$ cat config.mk
export PLATFORM = sky130hd
export DESIGN_NAME = claa_pipe
export DESIGN_NICKNAME = d
export VERILOG_FILES = /design/src/rtl/claa_pkg.sv /design/src/rtl/claa_pipe_group.sv /design/src/rtl/claa_pipe.sv
export SDC_FILE = /design/constraint.sdc
export NUM_CORES = 1
export LEC_CHECK = 0
export CORE_MARGIN = 3
export CORE_UTILIZATION = 45
export DETAILED_ROUTE_END_ITERATION = 16
export PLACE_DENSITY = 0.68
export REMOVE_ABC_BUFFERS = 1
export SYNTH_ARGS = -nofsm -noshare
export SYNTH_HDL_FRONTEND = slang
export SYNTH_SLANG_ARGS = --single-unit
$ cat constraint.sdc
create_clock -name clk -period 5.15 [get_ports clk]
set_clock_uncertainty 0.05 [all_clocks]
set_input_delay 1.2875 -clock clk [delete_from_list [all_inputs] [get_ports clk]]
set_output_delay 1.2875 -clock clk [all_outputs]
set_load 0.1 [all_outputs]
$ cat src/rtl/claa_pkg.sv
// claa_pkg: shared constants and elaboration helpers for the pipelined
// carry-lookahead adder/subtractor (claa_pipe) and its 4-bit group slice.
//   GROUP_W  : bits per lookahead group, one group per pipeline stage
//   n_stages : pipeline depth for a given operand width
//   width_ok : legal-width predicate used by the top-level elaboration check
package claa_pkg;

  localparam int unsigned GROUP_W = 4;

  // One lookahead group is resolved per stage.
  function automatic int unsigned n_stages(input int unsigned width);
    return width / GROUP_W;
  endfunction

  // Width must be a non-zero whole number of groups.
  function automatic bit width_ok(input int unsigned width);
    return (width >= GROUP_W) && ((width % GROUP_W) == 0);
  endfunction

endpackage

$ cat src/rtl/claa_pipe_group.sv
// cla4_group: combinational 4-bit carry-lookahead slice.
//   a, b : group operands
//   ci   : carry into the group
//   s    : group sum
//   co   : carry out of the group
//   p, g : group propagate / generate
module cla4_group
  import claa_pkg::*;
(
  input  logic [GROUP_W-1:0] a,
  input  logic [GROUP_W-1:0] b,
  input  logic               ci,
  output logic [GROUP_W-1:0] s,
  output logic               co,
  output logic               p,
  output logic               g
);

  logic [GROUP_W-1:0] g_bit;
  logic [GROUP_W-1:0] p_bit;
  logic [GROUP_W:0]   c;

  assign g_bit = a & b;
  assign p_bit = a ^ b;

  // Flat lookahead: every internal carry depends only on g/p and ci.
  assign c[0] = ci;
  assign c[1] = g_bit[0] | (p_bit[0] & ci);
  assign c[2] = g_bit[1] | (p_bit[1] & g_bit[0]) | (p_bit[1] & p_bit[0] & ci);
  assign c[3] = g_bit[2] | (p_bit[2] & g_bit[1]) | (p_bit[2] & p_bit[1] & g_bit[0])
              | (p_bit[2] & p_bit[1] & p_bit[0] & ci);

  assign g = g_bit[3] | (p_bit[3] & g_bit[2]) | (p_bit[3] & p_bit[2] & g_bit[1])
           | (p_bit[3] & p_bit[2] & p_bit[1] & g_bit[0]);
  assign p = &p_bit;
  assign c[4] = g | (p & ci);

  assign s  = p_bit ^ c[GROUP_W-1:0];
  assign co = c[GROUP_W];

endmodule

$ cat src/rtl/claa_pipe.sv
// claa_pipe: pipelined carry-lookahead adder/subtractor, one 4-bit group per
// stage, valid/ready handshake with whole-pipe stall.
//   clk, rst            : clock, synchronous active-high reset
//   in_valid/in_ready   : operand handshake (in_ready combinational from output side)
//   X, Y, C0, SUB       : operands; SUB=0: F=X+Y+C0, SUB=1: F=X-Y-C0
//   out_valid/out_ready : result handshake
//   F, C4               : result and MSB carry-out (sub: 1 = no borrow)
//   V                   : signed overflow, present only when CLAA_OVF_EN is defined
// Optional feature macro: CLAA_OVF_EN
module claa_pipe
  import claa_pkg::*;
#(
  parameter int unsigned WIDTH = 16
) (
  input  logic             clk,
  input  logic             rst,
  input  logic             in_valid,
  output logic             in_ready,
  input  logic [WIDTH-1:0] X,
  input  logic [WIDTH-1:0] Y,
  input  logic             C0,
  input  logic             SUB,
  output logic             out_valid,
  input  logic             out_ready,
  output logic [WIDTH-1:0] F,
  output logic             C4
`ifdef CLAA_OVF_EN
  ,
  output logic             V
`endif
);

  localparam int unsigned STAGES = n_stages(WIDTH);

  if (!width_ok(WIDTH)) begin : g_width_chk
    $error("claa_pipe: WIDTH must be a non-zero multiple of the group width");
  end

  // Register index 0 is the operand capture register; index k+1 is the output
  // of stage k, so index STAGES is the output register.
  // d_q[k] holds resolved sum bits below group k and still-raw X bits from
  // group k upward: the operand skew and result deskew share one register.
  logic [WIDTH-1:0] d_q   [STAGES+1];
  logic [WIDTH-1:0] b_q   [STAGES];
  logic [WIDTH-1:0] d_nxt [STAGES];
  logic [STAGES:0]  vld_q;
  logic [STAGES:0]  c_q;
  logic [STAGES-1:0] grp_co;
  logic [STAGES-1:0] grp_p_unused;
  logic [STAGES-1:0] grp_g_unused;

  // Whole pipe advances together whenever the output slot is free or draining.
  assign in_ready = !vld_q[STAGES] || out_ready;

  for (genvar k = 0; k < STAGES; k++) begin : g_stage
    localparam logic [WIDTH-1:0] GMASK = WIDTH'({GROUP_W{1'b1}}) << (GROUP_W * k);
    logic [GROUP_W-1:0] grp_s;

    cla4_group u_grp (
      .a  (d_q[k][GROUP_W*k +: GROUP_W]),
      .b  (b_q[k][GROUP_W*k +: GROUP_W]),
      .ci (c_q[k]),
      .s  (grp_s),
      .co (grp_co[k]),
      .p  (grp_p_unused[k]),
      .g  (grp_g_unused[k])
    );

    // Replace group k's operand bits with its sum; other bits pass through.
    assign d_nxt[k] = (d_q[k] & ~GMASK) | (WIDTH'(grp_s) << (GROUP_W * k));
  end

  // Pipeline registers: capture, per-stage data/carry/valid.
  always_ff @(posedge clk) begin
    if (rst) begin
      vld_q <= '0;
      c_q   <= '0;
      for (int unsigned k = 0; k <= STAGES; k++) d_q[k] <= '0;
      for (int unsigned k = 0; k < STAGES; k++)  b_q[k] <= '0;
    end else if (in_ready) begin
      vld_q  <= {vld_q[STAGES-1:0], in_valid};
      c_q    <= {grp_co, C0 ^ SUB};
      d_q[0] <= X;
      b_q[0] <= SUB ? ~Y : Y;
      for (int unsigned k = 0; k < STAGES; k++)  d_q[k+1] <= d_nxt[k];
      for (int unsigned k = 1; k < STAGES; k++)  b_q[k]   <= b_q[k-1];
    end
  end

  assign out_valid = vld_q[STAGES];
  assign F         = d_q[STAGES];
  assign C4        = c_q[STAGES];

`ifdef CLAA_OVF_EN
  // The top stage still holds raw X and Yeff MSBs, so overflow is formed there
  // and registered alongside F.
  logic ovf_nxt;
  logic ovf_q;

  assign ovf_nxt = (d_q[STAGES-1][WIDTH-1] == b_q[STAGES-1][WIDTH-1])
                && (d_nxt[STAGES-1][WIDTH-1] != d_q[STAGES-1][WIDTH-1]);

  // Overflow flag register.
  always_ff @(posedge clk) begin
    if (rst) begin
      ovf_q <= 1'b0;
    end else if (in_ready) begin
      ovf_q <= ovf_nxt;
    end
  end

  assign V = ovf_q;
`endif

endmodule
Yosys cells after proc, flatten, opt, wreduce, memory -nomap -nowiden:

Memories as Yosys holds them, arrays and structs flattened.
Cells that the tools add are included.

* flip-flop bits (word level): 10
* RAM bits: 144
* bits of input ports: 38
* output and inout port bits: 19
* word-level logic and storage cells: 152
* memories: 2

Memory list
* d_q: words 5, bits a word 16, read ports 5, clocked after memory_dff 0, wr ports 5, line claa_pipe.sv:43 `logic [WIDTH-1:0] d_q [STAGES+1];`
* b_q: words 4, bits a word 16, read ports 4, clocked after memory_dff 0, wr ports 4, line claa_pipe.sv:44 `logic [WIDTH-1:0] b_q [STAGES];`

* muxes and demuxes: 15
* bitwise logic cells: 127
* reduce and logical (&&, ||, !) cells: 6

Operators with widths (count)
* 16-bit 2-to-1 mux: 10
* 1-bit AND: 60
* 1-bit OR: 49
* 4-bit bitwise XOR: 8
* 4-bit AND: 4
* 16-bit NOT: 1
* 12-bit by 16-bit OR with 16-bit output: 1
* 16-bit by 12-bit OR with 16-bit output: 1
* 16-bit by 4-bit OR with 16-bit output: 1
* 16-bit by 8-bit OR with 16-bit output: 1
* 4-bit AND reduction: 4
* 1-bit 2-to-1 mux: 5
* 1-bit zero test: 1
* 1-bit logical OR: 1
* 1-bit bitwise XOR: 1

Logic depth before layout (Yosys ltp):

* word-level depth: 8
* mapped depth: 6

Hierarchy:

From an unflattened synthesis, not the netlist that was laid out.

* cells, all modules: 418
* area, all modules: 5829.3 µm²

By module, submodules not included
* claa_pipe: times used 1, cells an instance 334, area each 5094.9 µm²
* cla4_group (g_stage[0].u_grp ...): times used 2, cells an instance 22, area each 186.4 µm²
* cla4_group (g_stage[2].u_grp): times used 1, cells an instance 22, area each 193.9 µm²
* cla4_group (g_stage[3].u_grp): times used 1, cells an instance 18, area each 167.7 µm²

Least setup slack after synthesis:

No wires, ideal clock.

* path kind: input to register
* start point: in out_ready
* end point: mem b_q[0][0] (enable)
* setup time: 1.069 ns
* data arrival time: 3.578 ns
* data required time: 4.031 ns
* setup slack: 0.453 ns
* cell stages on the path: 3
* path through: nor2b_4 buf_2 nand2_1

RTL lines
* start: declaration: line claa_pipe.sv:24 `input logic out_ready,`
* end: declaration: line claa_pipe.sv:44

Worst setup path in the final report:

* start point: in out_ready
* end point: out in_ready

* longest elaborated chain between the ends: 1

RTL lines
* 1-bit logical OR: line claa_pipe.sv:53 `assign in_ready = !vld_q[STAGES] || out_ready;`
* end: declaration: line claa_pipe.sv:18 `output logic in_ready,`

Every way passes these cells.

==> results.py <==
metrics = {
    "status": {
        "outcome": "completed",
    },
    "setup_path": {
        "crit_path_start_kind": "input port",
        "critical_path_arrival_ps": 2430,
        "crit_path_max_fanout": 14,
        "required_ps": 3810,
        "cp-end-kind": "primary output",
        "critical_path_class": "input port to primary output",
    },
    "hold_path": {
        "min-delay-path-class": "flop to flop",
    },
    "clocking": {
        "cts_tree": "built",
        "htree_num_levels": 4,
        "cts_root_buf": "clkbuf_16",
        "cts.clk_slew.worst_paths_ps": 60,
        "hold_buffers": 0,
        "cts_resized": 0,
        "insertion_delay_ps": 400,
        "cts_buffers": 17,
        "cts_buffer_depth": 2,
        "cts_setup_buffers": 0,
        "clock-sinks": 130,
    },
    "die": {
        "die_w_um": 118.0,
        "die_area_mm2": 0.01393,
        "ios": 57,
        "num_rows": 40,
        "core_mm2": 0.01216,
        "die_y_um": 118.0,
        "initial_core_util": 0.4644,
    },
    "logic_synthesis": {
        "synthCells": 405,
        "synth_top_area_share": 0.6380,
        "avgSynthCellArea_um2": 13.95,
        "synth_most_common_cell": "edfxtp_1",
        "synth_ff_type": "edfxtp_1",
        "synthTopCellsByArea": "edfxtp_1 (64%), and3_1 (10%), dfxtp_1 (3.5%), ha_1 (3.5%), xnor2_1 (2.6%)",
        "synth_edf_count": 120,
        "ys_seq_area_frac": 0.6735,
        "synth_warnings": 0,
        "netlist_top_cells_count": "edfxtp_1 (120), and3_1 (92), nor2_1 (28)",
        "postSynth.asyncResetShare": 0,
        "ys_ff_latch": 130,
        "synth_top_area_cell": "edfxtp_1",
        "yosysUniqueCellTypes": 30,
        "synth_area_mm2": 0.005648,
    },
    "place": {
        "place.gp.congestion": 0.7322,
        "dp.final_hpwl_um": 4992,
        "io_buffer_count": 56,
        "dp.cells": 590,
        "postPlaceCellArea_mm2": 0.006218,
    },
    "timing": {
        "finalHoldViolCount": 0,
        "slew_headroom": 0.3506,
        "slew_viol_final": 0,
        "hold_ws_ps": 408.2,
        "fmax_mhz": 265.6,
        "setup_viol": 0,
        "rsz0062_at_grt": "no",
        "min_period_over_period": 0.7312,
        "period_needed_ps": 3766,
        "setup_tns_ps": 0,
        "worst_pin_slew_ps": 971.1,
    },
    "detailed_routing": {
        "drtIter0Drc": 229,
        "drc": 0,
        "num_vias": 3085,
        "firstDrtPassIters": 4,
        "drtAntennaViolNets": 0,
        "finalWirelength_um": 8556,
        "wire_per_inst_um": 13.76,
        "routed_via_density": 4.960,
    },
    "layout": {
        "syn_to_final_growth_pct": 20.74,
        "fillers": 992,
        "antenna_cells": 0,
        "instances_no_fill": 622,
        "final_nets": 499,
        "finalInstanceArea_mm2": 0.006819,
        "multi_input_area_mm2": 0.001550,
        "regArea_mm2": 0.003804,
        "drive_above_1_share": 0.07489,
    },
    "pwr": {
        "power_uw": 2603,
        "peakVddDrop_uv": 193.5,
        "cellPowerDensity_mw_per_mm2": 381.7,
        "leakage_uw": 0.003103,
    },
    "global_routing": {
        "grt_use_total": 0.1293,
        "grt_max_degree": 99,
        "antenna_found_initial": 0,
        "first_global_vias": 3045,
        "grt-ovfl-total": 0,
        "grt_pass1_wl_um": 14320,
    },
    "run": {
        "maxCapViolations": 0,
    },
}
==> report_power, final <==
part,switching (uW),internal [uW]
clock,410,802
combinational,92.4,77.9
sequential,14.1,1210
==> cell usage in the layout, fill, tap and decap left out, types with 2 or more instances in the layout <==
cell,count
mux2i_1,7
buf_4,3
clkinvlp_4,2
inv_1,9
xor2_1,4
o21a_1,3
xnor2_1,17
a21oi_1,7
bufinv_16,4
nand3_1,4
nor2_1,28
nand2_1,12
o22ai_1,3
clkbuf_1,3
dfxtp_1,10
a21o_1,4
clkdlybuf4s50_1,55
clkinv_1,4
ha_1,16
and3_1,92
fa_1,4
inv_2,2
or3_1,4
clkbuf_16,17
a211oi_1,3
buf_12,2
edfxtp_1,120
a211o_1,6
==> path summary, 6_finish.rpt <==
| path | slack, ps | cells after the start | endpoint | start |
|---|---|---|---|---|
| hold reg to reg | 410 | 2 | vld_q[2]$_SDFFE_PP0P_ | vld_q[2]$_SDFFE_PP0P_ |
| setup reg to reg | 2510 | 5 | d_q[0][78]$_SDFFCE_PN0P_ | vld_q[4]$_SDFFE_PP0P_ |
| hold / removal | 410 | 2 | vld_q[2]$_SDFFE_PP0P_ | vld_q[2]$_SDFFE_PP0P_ |
| setup / recovery | 1380 | 4 | in_ready | out_ready |
==> cell families (layout without fill, tap and decap cells) <==
kind of cell	Yosys count	count (layout)	synth area share
simple gates	143	143	0.1405
flops	130	130	0.6735
buf+inv	54	103	0.05339
compound gates	29	29	0.03611
xor+xnor	21	21	0.03256
fa+ha+maj	20	20	0.04962
mux	8	8	0.01440
==> worst max-delay path: stages <==
cell and delay, ps:
clkdlybuf4s50_1 440, nor2b_4 340, inv_2 150, buf_12 200
==> cell type report <==
cell class	count	share of cell area
Tap cell	168	0.03083
Timing Repair Buffer	60	0.08991
Clock inverter	12	0.02404
Inverter	11	0.006055
Multi-Input combinational cell	221	0.2273
Clock buffer	20	0.06404
Sequential cell	130	0.5578
==> layer usage <==
layer / GRT usage / vias to the layer above / share of wire
met5: 0 / - / 0
met3: 0.04565 / 14 / 0.048
li1: - / 1540 / -
met1: 0.1566 / 1456 / 0.43
met4: 0.05714 / 0 / 0.017
met2: 0.2091 / 75 / 0.50
==> per-stage QoR <==
step	util	setup slack [ps]
after floorplan	-	108.0
after global placement	0.5113	1152
after detailed placement	0.5113	1114
after CTS	0.5607	1367
after global routing	0.5607	1212
final	0.5607	1384
==> sequential cells by signal, indices dropped and copies added, names as in the netlist <==
| register | flops |
|---|---|
| c_q | 5 |
| b_q | 40 |
| d_q | 80 |
| vld_q | 5 |
(Power assumes the default switching activity.)
